<file path="src/rtl/spi_bridge_pkg.sv">
// Shared types and constants for the SPI command bridge.
// Holds the decode FSM states, the write opcode and the saturating counter helper.
package spi_bridge_pkg;

   typedef enum logic [1:0] {HDR, DATA, ISSUE} state_t;

   localparam logic [1:0] OP_WRITE = 2'b10;
   localparam int unsigned OP_HI = 31;
   localparam int unsigned OP_LO = 30;
   localparam int unsigned CNT_W = 8;

   function automatic logic [CNT_W-1:0] sat_inc(input logic [CNT_W-1:0] v, input logic en);
      return (en && (v != '1)) ? v + CNT_W'(1) : v;
   endfunction

endpackage

</file>
<file path="src/rtl/spi_word_fifo.sv">
// Synchronous word FIFO between the frame capture and the command decoder.
// A pop in the same cycle frees a slot for a push into a full FIFO; no bypass when empty.
module spi_word_fifo #(
   parameter int DATA_WIDTH = 32,
   parameter int FIFO_DEPTH = 4
) (
   input  logic                  clk,
   input  logic                  reset,
   input  logic                  push,
   input  logic [DATA_WIDTH-1:0] push_data,
   input  logic                  pop,
   output logic [DATA_WIDTH-1:0] pop_data,
   output logic                  full,
   output logic                  empty
);

   localparam int AW = $clog2(FIFO_DEPTH);
   localparam logic [AW:0] PTR_ONE = {{AW{1'b0}}, 1'b1};

   logic [DATA_WIDTH-1:0] mem [FIFO_DEPTH];
   logic [AW:0]           wr_ptr;
   logic [AW:0]           rd_ptr;
   logic                  do_push;
   logic                  do_pop;

   assign empty    = (wr_ptr == rd_ptr);
   assign full     = (wr_ptr[AW] != rd_ptr[AW]) && (wr_ptr[AW-1:0] == rd_ptr[AW-1:0]);
   assign do_pop   = pop & ~empty;
   assign do_push  = push & (~full | do_pop);
   assign pop_data = mem[rd_ptr[AW-1:0]];

   always_ff @(posedge clk or posedge reset) begin
      if (reset) begin
         wr_ptr <= '0;
         rd_ptr <= '0;
         for (int unsigned i = 0; i < FIFO_DEPTH; i++) mem[i] <= '0;
      end else begin
         if (do_push) begin
            mem[wr_ptr[AW-1:0]] <= push_data;
            wr_ptr              <= wr_ptr + PTR_ONE;
         end
         if (do_pop) rd_ptr <= rd_ptr + PTR_ONE;
      end
   end

endmodule

</file>
<file path="src/rtl/spi_cmd_bridge.sv">
// Captures completed SPI frames into the clk domain and decodes header/data
// word pairs into single-beat register write requests with req/ack handshake.
module spi_cmd_bridge
   import spi_bridge_pkg::*;
#(
   parameter int DATA_WIDTH = 32,
   parameter int FIFO_DEPTH = 4,
   parameter int SETTLE     = 2
) (
   input  logic                  clk,
   input  logic                  reset,
   input  logic                  spi_ss,
   input  logic                  spi_valid,
   input  logic [DATA_WIDTH-1:0] spi_data,
   output logic                  wr_req,
   output logic [DATA_WIDTH-1:0] wr_addr,
   output logic [DATA_WIDTH-1:0] wr_data,
   input  logic                  wr_ack,
   output logic [CNT_W-1:0]      frame_err_cnt,
   output logic [CNT_W-1:0]      cmd_err_cnt,
   output logic [CNT_W-1:0]      ovf_cnt,
   output logic                  busy
);

   localparam logic [2:0] SETTLE_CNT = 3'(SETTLE);

   logic ss_meta, ss_sync, ss_dly, ss_rise;
   logic [2:0] cap_cnt;
   logic cap_busy, cap_fire, frame_err, fifo_push, ovf;
   logic fifo_pop, fifo_full, fifo_empty, cmd_err;
   logic [DATA_WIDTH-1:0] fifo_rd;
   state_t state_q, state_d;
   logic [DATA_WIDTH-1:0] addr_q, addr_d, data_q, data_d;

   assign ss_rise   = ss_sync & ~ss_dly;
   // A rise that lands on the sampling cycle wins: the older frame counts as lost.
   assign cap_fire  = cap_busy & ~ss_rise & (cap_cnt == 3'd0);
   assign fifo_push = cap_fire & spi_valid;
   assign frame_err = (cap_fire & ~spi_valid) | (ss_rise & cap_busy);
   assign ovf       = fifo_push & fifo_full & ~fifo_pop;

   always_ff @(posedge clk or posedge reset) begin
      if (reset) begin
         ss_meta  <= 1'b1;
         ss_sync  <= 1'b1;
         ss_dly   <= 1'b1;
         cap_cnt  <= '0;
         cap_busy <= 1'b0;
      end else begin
         ss_meta <= spi_ss;
         ss_sync <= ss_meta;
         ss_dly  <= ss_sync;
         if (ss_rise) begin
            cap_cnt  <= SETTLE_CNT;
            cap_busy <= 1'b1;
         end else if (cap_busy) begin
            if (cap_cnt == 3'd0) cap_busy <= 1'b0;
            else                 cap_cnt  <= cap_cnt - 3'd1;
         end
      end
   end

   spi_word_fifo #(
      .DATA_WIDTH(DATA_WIDTH),
      .FIFO_DEPTH(FIFO_DEPTH)
   ) u_fifo (
      .clk      (clk),
      .reset    (reset),
      .push     (fifo_push),
      .push_data(spi_data),
      .pop      (fifo_pop),
      .pop_data (fifo_rd),
      .full     (fifo_full),
      .empty    (fifo_empty)
   );

   always_comb begin
      state_d  = state_q;
      addr_d   = addr_q;
      data_d   = data_q;
      fifo_pop = 1'b0;
      cmd_err  = 1'b0;
      case (state_q)
         HDR: if (!fifo_empty) begin
            fifo_pop = 1'b1;
            if (fifo_rd[OP_HI:OP_LO] == OP_WRITE) begin
               addr_d  = {fifo_rd[DATA_WIDTH-3:0], 2'b00};
               state_d = DATA;
            end else begin
               cmd_err = 1'b1;
            end
         end
         DATA: if (!fifo_empty) begin
            fifo_pop = 1'b1;
            data_d   = fifo_rd;
            state_d  = ISSUE;
         end
         ISSUE: if (wr_ack) state_d = HDR;
         default: state_d = HDR;
      endcase
   end

   always_ff @(posedge clk or posedge reset) begin
      if (reset) begin
         state_q       <= HDR;
         addr_q        <= '0;
         data_q        <= '0;
         frame_err_cnt <= '0;
         cmd_err_cnt   <= '0;
         ovf_cnt       <= '0;
      end else begin
         state_q       <= state_d;
         addr_q        <= addr_d;
         data_q        <= data_d;
         frame_err_cnt <= sat_inc(frame_err_cnt, frame_err);
         cmd_err_cnt   <= sat_inc(cmd_err_cnt, cmd_err);
         ovf_cnt       <= sat_inc(ovf_cnt, ovf);
      end
   end

   // Request decoded straight from the state flop so reset drops it asynchronously.
   assign wr_req  = (state_q == ISSUE);
   assign wr_addr = addr_q;
   assign wr_data = data_q;
   assign busy    = ~fifo_empty | (state_q != HDR);

endmodule

</file>
<file path="config.mk">
export PLATFORM = sky130hd
export DESIGN_NAME = spi_cmd_bridge
export DESIGN_NICKNAME = d
export VERILOG_FILES = /design/src/rtl/spi_bridge_pkg.sv /design/src/rtl/spi_word_fifo.sv /design/src/rtl/spi_cmd_bridge.sv
export SDC_FILE = /design/constraint.sdc
export NUM_CORES = 1
export LEC_CHECK = 0
export CORE_AREA = 10 10 169 171
export DETAILED_ROUTE_END_ITERATION = 6
export DIE_AREA = 0 0 179 181
export GPL_TIMING_DRIVEN = 1
export PLACE_DENSITY = 0.69
export SLEW_MARGIN = 20
export SYNTH_ARGS = -nofsm -noshare
export SYNTH_HDL_FRONTEND = slang
export SYNTH_SLANG_ARGS = --single-unit
export TNS_END_PERCENT = 1
</file>
<file path="constraint.sdc">
create_clock -name clk -period 7.85 [get_ports clk]
set_input_delay 0.785 -clock clk [delete_from_list [all_inputs] [get_ports clk]]
set_output_delay 0.785 -clock clk [all_outputs]
set_load 0.02 [all_outputs]
</file>
==> results of run 1 <==
==> power by group through the flow <==
stage	Sequential (W)	Clock, W	Combinational, W
final	0.00195	0.00107	0.00183
after floorplan	0.00206	0	0.00116
after global placement	0.00196	0	0.00183
after global routing	0.00202	0.00116	0.00199
after CTS	0.00196	0.00112	0.00187
after detailed placement	0.00197	0	0.00186
==> cell families after synthesis <==
| family | after synthesis |
|---|---|
| AO/OA/AOI/OAI | 13 |
| buffers and inverters | 37 |
| multiplexers | 227 |
| XOR/XNOR | 26 |
| adder cells (fa/ha/maj) | 10 |
| other | 1 |
| AND/OR/NAND/NOR | 62 |
| flip-flops | 229 |
==> state kept, by name, summed over array words and instances, names as in the netlist, 2 cells and up <==
| register | flops |
|---|---|
| u_fifo.mem | 128 |
| wr_data | 32 |
| wr_addr | 30 |
| cmd_err_cnt | 8 |
| frame_err_cnt | 8 |
| ovf_cnt | 8 |
| cap_cnt | 3 |
| u_fifo.rd_ptr | 3 |
| u_fifo.wr_ptr | 3 |
| state_q | 2 |
==> placed cells by master, fill, tap and decap left out, drive strengths merged, types with 2 or more instances in the layout <==
cell type,n
dfrtp,226
mux2,195
clkdlybuf4s50,124
clkbuf,37
mux4,32
nand2,20
xnor2,18
ha,10
inv,9
xor2,8
nor2,7
nor2b,6
and3,5
nand3,5
nand4,4
clkinv,4
buf,4
nand2b,3
o21ai,3
dfstp,3
and4,2
nor4,2
a31oi,2
conb,2
nor3,2
nand3b,2
==> cell type report <==
| type | count | area share [%] |
|---|---|---|
| sequential | 229 | 47.2 |
| multi-input combinational | 340 | 32.5 |
| timing repair buffer | 128 | 10.5 |
| clock buffer | 37 | 5.85 |
| tap | 330 | 3.40 |
| clock inverter | 6 | 0.309 |
| inverter | 7 | 0.278 |
==> critical path: stages, from the launching register on <==
cell and delay [ns]:
sky130_fd_sc_hd__dfrtp_2 0.73, sky130_fd_sc_hd__buf_4 0.38, sky130_fd_sc_hd__xnor2_2 0.16, sky130_fd_sc_hd__nor3b_4 0.38, sky130_fd_sc_hd__nand2_1 0.12, sky130_fd_sc_hd__clkdlybuf4s50_1 0.56
==> per-stage QoR <==
step	power [W]	cells	hold WS, ns
floorplan	0.00322	606	0.345
global placement	0.00379	1034	0.346
detailed placement	0.00383	1034	0.348
CTS	0.00494	1077	0.356
global route	0.00517	1077	0.361
finish	0.00485	1077	0.355
==> worst max path at each step <==
stage	depth (start not counted)	to	startpoint
2_1_floorplan	1	cap_busy	reset
3_3_place_gp	5	wr_addr[18]	u_fifo.rd_ptr[0]
3_5_place_dp	5	u_fifo.mem[8]	spi_valid
4_1_cts	5	busy	u_fifo.rd_ptr[1]
5_1_grt	5	busy	u_fifo.rd_ptr[1]
6_report	5	busy	u_fifo.rd_ptr[1]
==> layer usage <==
| metal | global-route usage (%) | share of wire (%) | up-vias |
|---|---|---|---|
| li1 | - | - | 2444 |
| met1 | 16.5 | 45 | 2780 |
| met2 | 19.8 | 47 | 120 |
| met3 | 3.27 | 6.4 | 30 |
| met4 | 2.84 | 1.6 | 2 |
| met5 | 0 | 0.040 | - |
==> results by group, run 1 <==
Yosys
  • List of most frequent post-synthesis cells: sky130_fd_sc_hd__dfrtp_1, sky130_fd_sc_hd__mux2_1, sky130_fd_sc_hd__mux2_4, sky130_fd_sc_hd__mux4_2, sky130_fd_sc_hd__mux2_2
  • Area fraction of the dominant cell type after synthesis: 56.9%
  • Async set-or-reset flop fraction in the synthesized netlist: 100%
  • Adder-Cell Fraction of Synth Area: 1.26%
  • Leading cell types by total area after synthesis: sky130_fd_sc_hd__dfrtp_1, sky130_fd_sc_hd__mux2_1, sky130_fd_sc_hd__mux2_4
  • Number of standard cells after synthesis: 605
  • Cell Area, Synth: 9950 um2
  • Complex-gate fraction of the synthesized area: 0.969%
  • Count of flip-flops with a built-in enable after synthesis: 0
  • Mean Syn Cell Area: 16.4 um2
  • Library cell with the highest instance count after synthesis: sky130_fd_sc_hd__dfrtp_1
  • Multiplexer share of the synthesized area: 31.1%
  • Fraction of the yosys area taken by sequential cells: 57.6%
  • Area fraction in and, or, nand and nor cells after synthesis: 3.84%
  • Number of warnings issued by yosys: 0
  • Parity-gate share of the synthesized area counting xor and xnor cells: 2.44%
  • Post-synthesis sequential element count: 229
  • Dominant combinational cell family by area after synthesis: multiplexers
  • Primary FF master, synth: sky130_fd_sc_hd__dfrtp_1
  • Count of cell types in the netlist: 47
  • Cell type contributing the most total cell area after synthesis: sky130_fd_sc_hd__dfrtp_1

Layout
  • Fraction of final layout cells sized beyond drive strength 1: 22.2%
  • # nets final: 778
  • Area of all placed cells without fillers: 12200 um2
  • # fillers: 2135
  • Area occupied by multi-input gates: 3950 um2
  • Ant. Diodes: 0
  • Register area: 5740 um2
  • Area growth, synth to finish: 22.2%
  • Final Core Density: 48.5%

Die
  • Io pins: 127
  • Horiz. Die Dim: 179 um
  • Die height: 181 um
  • Number of placement rows: 58
  • Core Area: 25000 um2
  • Initial cell density of the core: 39.7%
  • Die Area: 32400 um2

Power
  • Peak VDD IR: 264 uV
  • Combinational power share: 37.7%
  • Power share of the sequential group: 40.2%
  • Static Leak: 5.67 nW
  • Internal power summed over all cells: 0.00330 W
  • Net load switching power: 0.00155 W
  • Share of total power consumed by net switching: 31.9%
  • Power per unit of standard cell area: 399 nW/um2
  • Share of power burned in the clock network: 22.1%

Timing
  • Final hold violations: 0
  • Count of final max-slew check failures: 0
  • Setup Skew: 0.0171 ns
  • Part of the cycle the worst path needs: 46.6%
  • Final setup viols: 0
  • Fmax achieved: 274 MHz
  • Worst slew pin tran: 0.990 ns
  • Slew Limit Headroom: 33.8%
  • Setup TNS after final layout: 0 ns
  • RSZ-0062 raised after global routing: no
  • Post-route worst setup slack: 4.19 ns
  • Final min period: 3.66 ns

Drt
  • DRC violation count after routing: 0
  • Per-cell via count in the routed design: 4.99
  • DR vias: 5376
  • Router iterations before antenna repair: 4
  • Iteration-0 DRC Markers: 185
  • Total wirelength of the detailed-routed design: 19.8 mm
  • WL per Instance: 18.4 um
  • Antenna Violating Nets Remaining: 0

Placement
  • HPWL Detailed: 12.6 mm
  • Instance area after placement: 11400 um2
  • Number of port buffers: 124
  • Worst setup slack after placement: 4.62 ns
  • Weighted congestion reported at the end of routability-driven placement: 0.716

Critical path
  • Critical path start-end classification: register to primary output
  • Peak fanout along the critical path: 21
  • Crit Reg-Reg Endpoint: wr_addr[12]
  • CP Launch Type: register
  • Arrival time at the worst endpoint: 2.87 ns
  • Setup slack, reg-to-reg: 4.73 ns
  • Launch point of the worst reg-to-reg path: u_fifo.rd_ptr[0]
  • Required time of the critical path: 7.07 ns
  • Number of cells on the worst reg-to-reg path: 5
  • Endpoint kind of the worst setup timing path: primary output

Run status
  • Outcome: complete, no violations

Clock tree
  • Number of H-tree branching levels: 1
  • Insertion delay to the later sink of the worst-skew pair: 0.52 ns
  • Root buffer selected by CTS: sky130_fd_sc_hd__clkbuf_16
  • TritonCTS Sinks: 229
  • Clock buffers created by TritonCTS: 25
  • Clock Path Buffers: 3
  • Post-cts hold buffer count: 0
  • Post-cts repair resize count: 0
  • Clock-pin slew on the worst setup and hold paths: 0.06 ns
  • Post-CTS Repair Setup Buffers: 0
  • CTS tree: done

Flow run
  • Reported max-cap violation count: 0

GRT
  • Number of antenna violations at the first check in global routing: 1
  • Number of global-route vias before repair: 5777
  • Global-route wire length before repair: 32.5 mm
  • Maximum number of pins on one net before global-route repair: 90
  • GRT Residual Overflow: 0
  • Total Routing Usage GR: 12.4%

Min path
  • Number of cells on the worst hold path: 0
  • Worst Min Path Start: ss_meta
  • Worst Hold Endpoint: ss_sync
  • HP Class: register to register
Note: power is estimated with default switching activity, not from simulation.
==> run 2, diff against run 1 <==
==> constraint.sdc (replaced) <==
create_clock -name clk -period 3.8 [get_ports clk]
set_input_delay 0.38 -clock clk [delete_from_list [all_inputs] [get_ports clk]]
set_output_delay 0.38 -clock clk [all_outputs]
set_load 0.02 [all_outputs]
==> run 2 against run 1 <==
Effect of this change:
- global-route usage is essentially flat
- clock power grew 140%
- critical path depth is the same
- clock skew shrank 0.0022 ns
- first-iteration DRC count grew 19%
- core utilization grew 0.74 points
- cell area grew 1.5%
- critical endpoint is now wr_addr[17]
==> results by group, run 2 (synthesis gave the netlist of run 1 again) <==
Drt
  • DRC violation count after routing: 0 (unchanged)
  • Antenna Violating Nets Remaining: 0 (unchanged)
  • WL per Instance: 18.4 um (about the same)
  • Per-cell via count in the routed design: 4.93 (-1.2%)
  • Total wirelength of the detailed-routed design: 19.9 mm (+0.31%)
  • Iteration-0 DRC Markers: 220 (+19%)
  • Router iterations before antenna repair: 4 (unchanged)
  • DR vias: 5328 (-0.89%)

Clock tree
  • CTS tree: done
  • Clock Path Buffers: 3 (unchanged)
  • Post-cts repair resize count: 0 (unchanged)
  • Number of H-tree branching levels: 1 (unchanged)
  • Clock buffers created by TritonCTS: 25 (unchanged)
  • Post-cts hold buffer count: 0 (unchanged)
  • Clock-pin slew on the worst setup and hold paths: 0.06 ns (about the same)
  • Insertion delay to the later sink of the worst-skew pair: 0.52 ns (about the same)
  • Root buffer selected by CTS: sky130_fd_sc_hd__clkbuf_16
  • TritonCTS Sinks: 229 (unchanged)
  • Post-CTS Repair Setup Buffers: 0 (unchanged)

Flow run
  • Reported max-cap violation count: 0 (unchanged)

Power
  • Power per unit of standard cell area: 841 nW/um2 (+110%)
  • Combinational power share: 36.5% (-1.2 points)
  • Static Leak: 5.76 nW (+1.5%)
  • Net load switching power: 0.00319 W (+110%)
  • Share of total power consumed by net switching: 30.8% (-1.1 points)
  • Internal power summed over all cells: 0.00719 W (+120%)
  • Power share of the sequential group: 38.5% (-1.7 points)
  • Share of power burned in the clock network: 25.0% (+2.9 points)
  • Peak VDD IR: 582 uV (+120%)

GRT
  • Global-route wire length before repair: 32.7 mm (+0.40%)
  • Number of global-route vias before repair: 5877 (+1.7%)
  • Number of antenna violations at the first check in global routing: 0 (-1)
  • Maximum number of pins on one net before global-route repair: 88 (-2.2%)
  • Total Routing Usage GR: 12.4% (-0.023 points)
  • GRT Residual Overflow: 0 (unchanged)

Critical path
  • Endpoint kind of the worst setup timing path: register
  • Critical path start-end classification: register to register
  • Slowest library cell on the worst path: sky130_fd_sc_hd__dfrtp_2
  • Top delay family on crit path: multiplexers
  • Required time of the critical path: 4.19 ns (-2.88 ns)
  • Number of cells on the worst reg-to-reg path: 5 (unchanged)
  • Crit path buf inv count: 1 (-1)
  • CP Launch Type: register
  • Startpoint of the most critical setup path: u_fifo.rd_ptr[1]
  • Peak fanout along the critical path: 31 (+48%)
  • Cell count along the critical path: 5 (unchanged)
  • Longest individual stage delay on the worst path: 0.62 ns (-0.11 ns)
  • Arrival time at the worst endpoint: 3.26 ns (+0.39 ns)
  • Crit Reg-Reg Endpoint: wr_addr[17]
  • End point of the critical path: wr_addr[17]
  • Launch point of the worst reg-to-reg path: u_fifo.rd_ptr[1]
  • Setup slack, reg-to-reg: 0.92 ns (-3.81 ns)
  • CP cell instances: buf_4, mux4_2, nor2b_4, nand3b_4, mux2_2

Timing
  • Final hold violations: 0 (unchanged)
  • Worst slew pin tran: 1.03 ns (+0.0389 ns)
  • Final min period: 2.88 ns
  • Setup TNS after final layout: 0 ns (unchanged)
  • RSZ-0062 raised after global routing: no
  • Fmax achieved: 348 MHz
  • Part of the cycle the worst path needs: 75.7%
  • Setup Skew: 0.0149 ns (-0.00219 ns)
  • Slew Limit Headroom: 31.2% (-2.6 points)
  • Post-route worst setup slack: 0.924 ns (-3.27 ns)
  • Count of final max-slew check failures: 0 (unchanged)
  • Worst Hold Margin: 0.276 ns (-0.0791 ns)
  • Final setup viols: 0 (unchanged)

Placement
  • HPWL Detailed: 13.0 mm (+3.4%)
  • Weighted congestion reported at the end of routability-driven placement: 0.708 (-1.1%)
  • Number of port buffers: 124 (unchanged)
  • Worst setup slack after placement: 0.858 ns (-3.76 ns)

Die
  • Core Area: 25000 um2 (unchanged)
  • Die height: 181 um (unchanged)
  • Die Area: 32400 um2 (unchanged)
  • Number of placement rows: 58 (unchanged)
  • Horiz. Die Dim: 179 um (unchanged)
  • Initial cell density of the core: 39.7% (unchanged)
  • Io pins: 127 (unchanged)

Layout
  • Final Core Density: 49.3% (+0.74 points)
  • Max FFs per register: 128 (unchanged)
  • Highest-count cells in the layout ignoring fill and taps: sky130_fd_sc_hd__dfrtp_1, sky130_fd_sc_hd__clkdlybuf4s50_1, sky130_fd_sc_hd__mux2_1
  • Register with the highest flop count: u_fifo.mem
  • # nets final: 780 (+0.26%)
  • Area growth, synth to finish: 24.0%
  • Ant. Diodes: 0 (unchanged)
  • Most common cell after layout, fill and taps aside: sky130_fd_sc_hd__dfrtp_1
  • Fraction of final layout cells sized beyond drive strength 1: 23.2% (+0.98 points)
  • # fillers: 2147 (+0.56%)

Run status
  • Outcome: complete, no violations

Min path
  • HP Class: primary input to async pin
-- run 2: power by group through the flow --
| stage | Combinational, W | Clock, W | Sequential (W) |
|---|---|---|---|
| 2_1_floorplan | 0.00239 | 0 | 0.00425 |
| 3_3_place_gp | 0.00380 | 0 | 0.00403 |
| 3_5_place_dp | 0.00387 | 0 | 0.00404 |
| 4_1_cts | 0.00389 | 0.00269 | 0.00401 |
| 5_1_grt | 0.00412 | 0.00278 | 0.00414 |
| 6_report | 0.00379 | 0.00259 | 0.00400 |
-- run 2: per-stage QoR --
stage / power [W] / cells / instance area, um2
floorplan: 0.00664 / 606 / 9950
global placement: 0.00783 / 1036 / 11400
detailed placement: 0.00791 / 1036 / 11400
CTS: 0.0106 / 1080 / 12300
global route: 0.0110 / 1080 / 12300
finish: 0.0104 / 1080 / 12300
-- run 2: how the worst min path moves through the flow --
| stage | from | endpoint | slack [ns] | cells past startpoint |
|---|---|---|---|---|
| after floorplan | ss_meta | ss_sync | 0.35 | 0 |
| after CTS | spi_ss | ss_meta | 0.26 | 1 |
| after detailed placement | ss_meta | ss_sync | 0.35 | 0 |
| after global routing | spi_ss | ss_meta | 0.26 | 1 |
| after global placement | ss_meta | ss_sync | 0.35 | 0 |
| final | reset | ovf_cnt[2] | 0.28 | 2 |
-- run 2: layer usage --
metal	track usage, %	vias to the layer above	routed length [um]
li1	-	2440	-
met1	16.5	2741	9100
met2	19.7	120	9120
met3	3.48	27	1360
met4	2.88	0	319
met5	0	-	0
-- run 2: final cells by class --
type	instances	area (um2)	share of cell area [%]
clock buffer	34	719	5.83
clock inverter	10	179	1.45
tap	330	413	3.35
timing repair buffer	130	1310	10.6
multi-input combinational	340	3950	32.0
sequential	229	5740	46.5
inverter	7	30.0	0.243
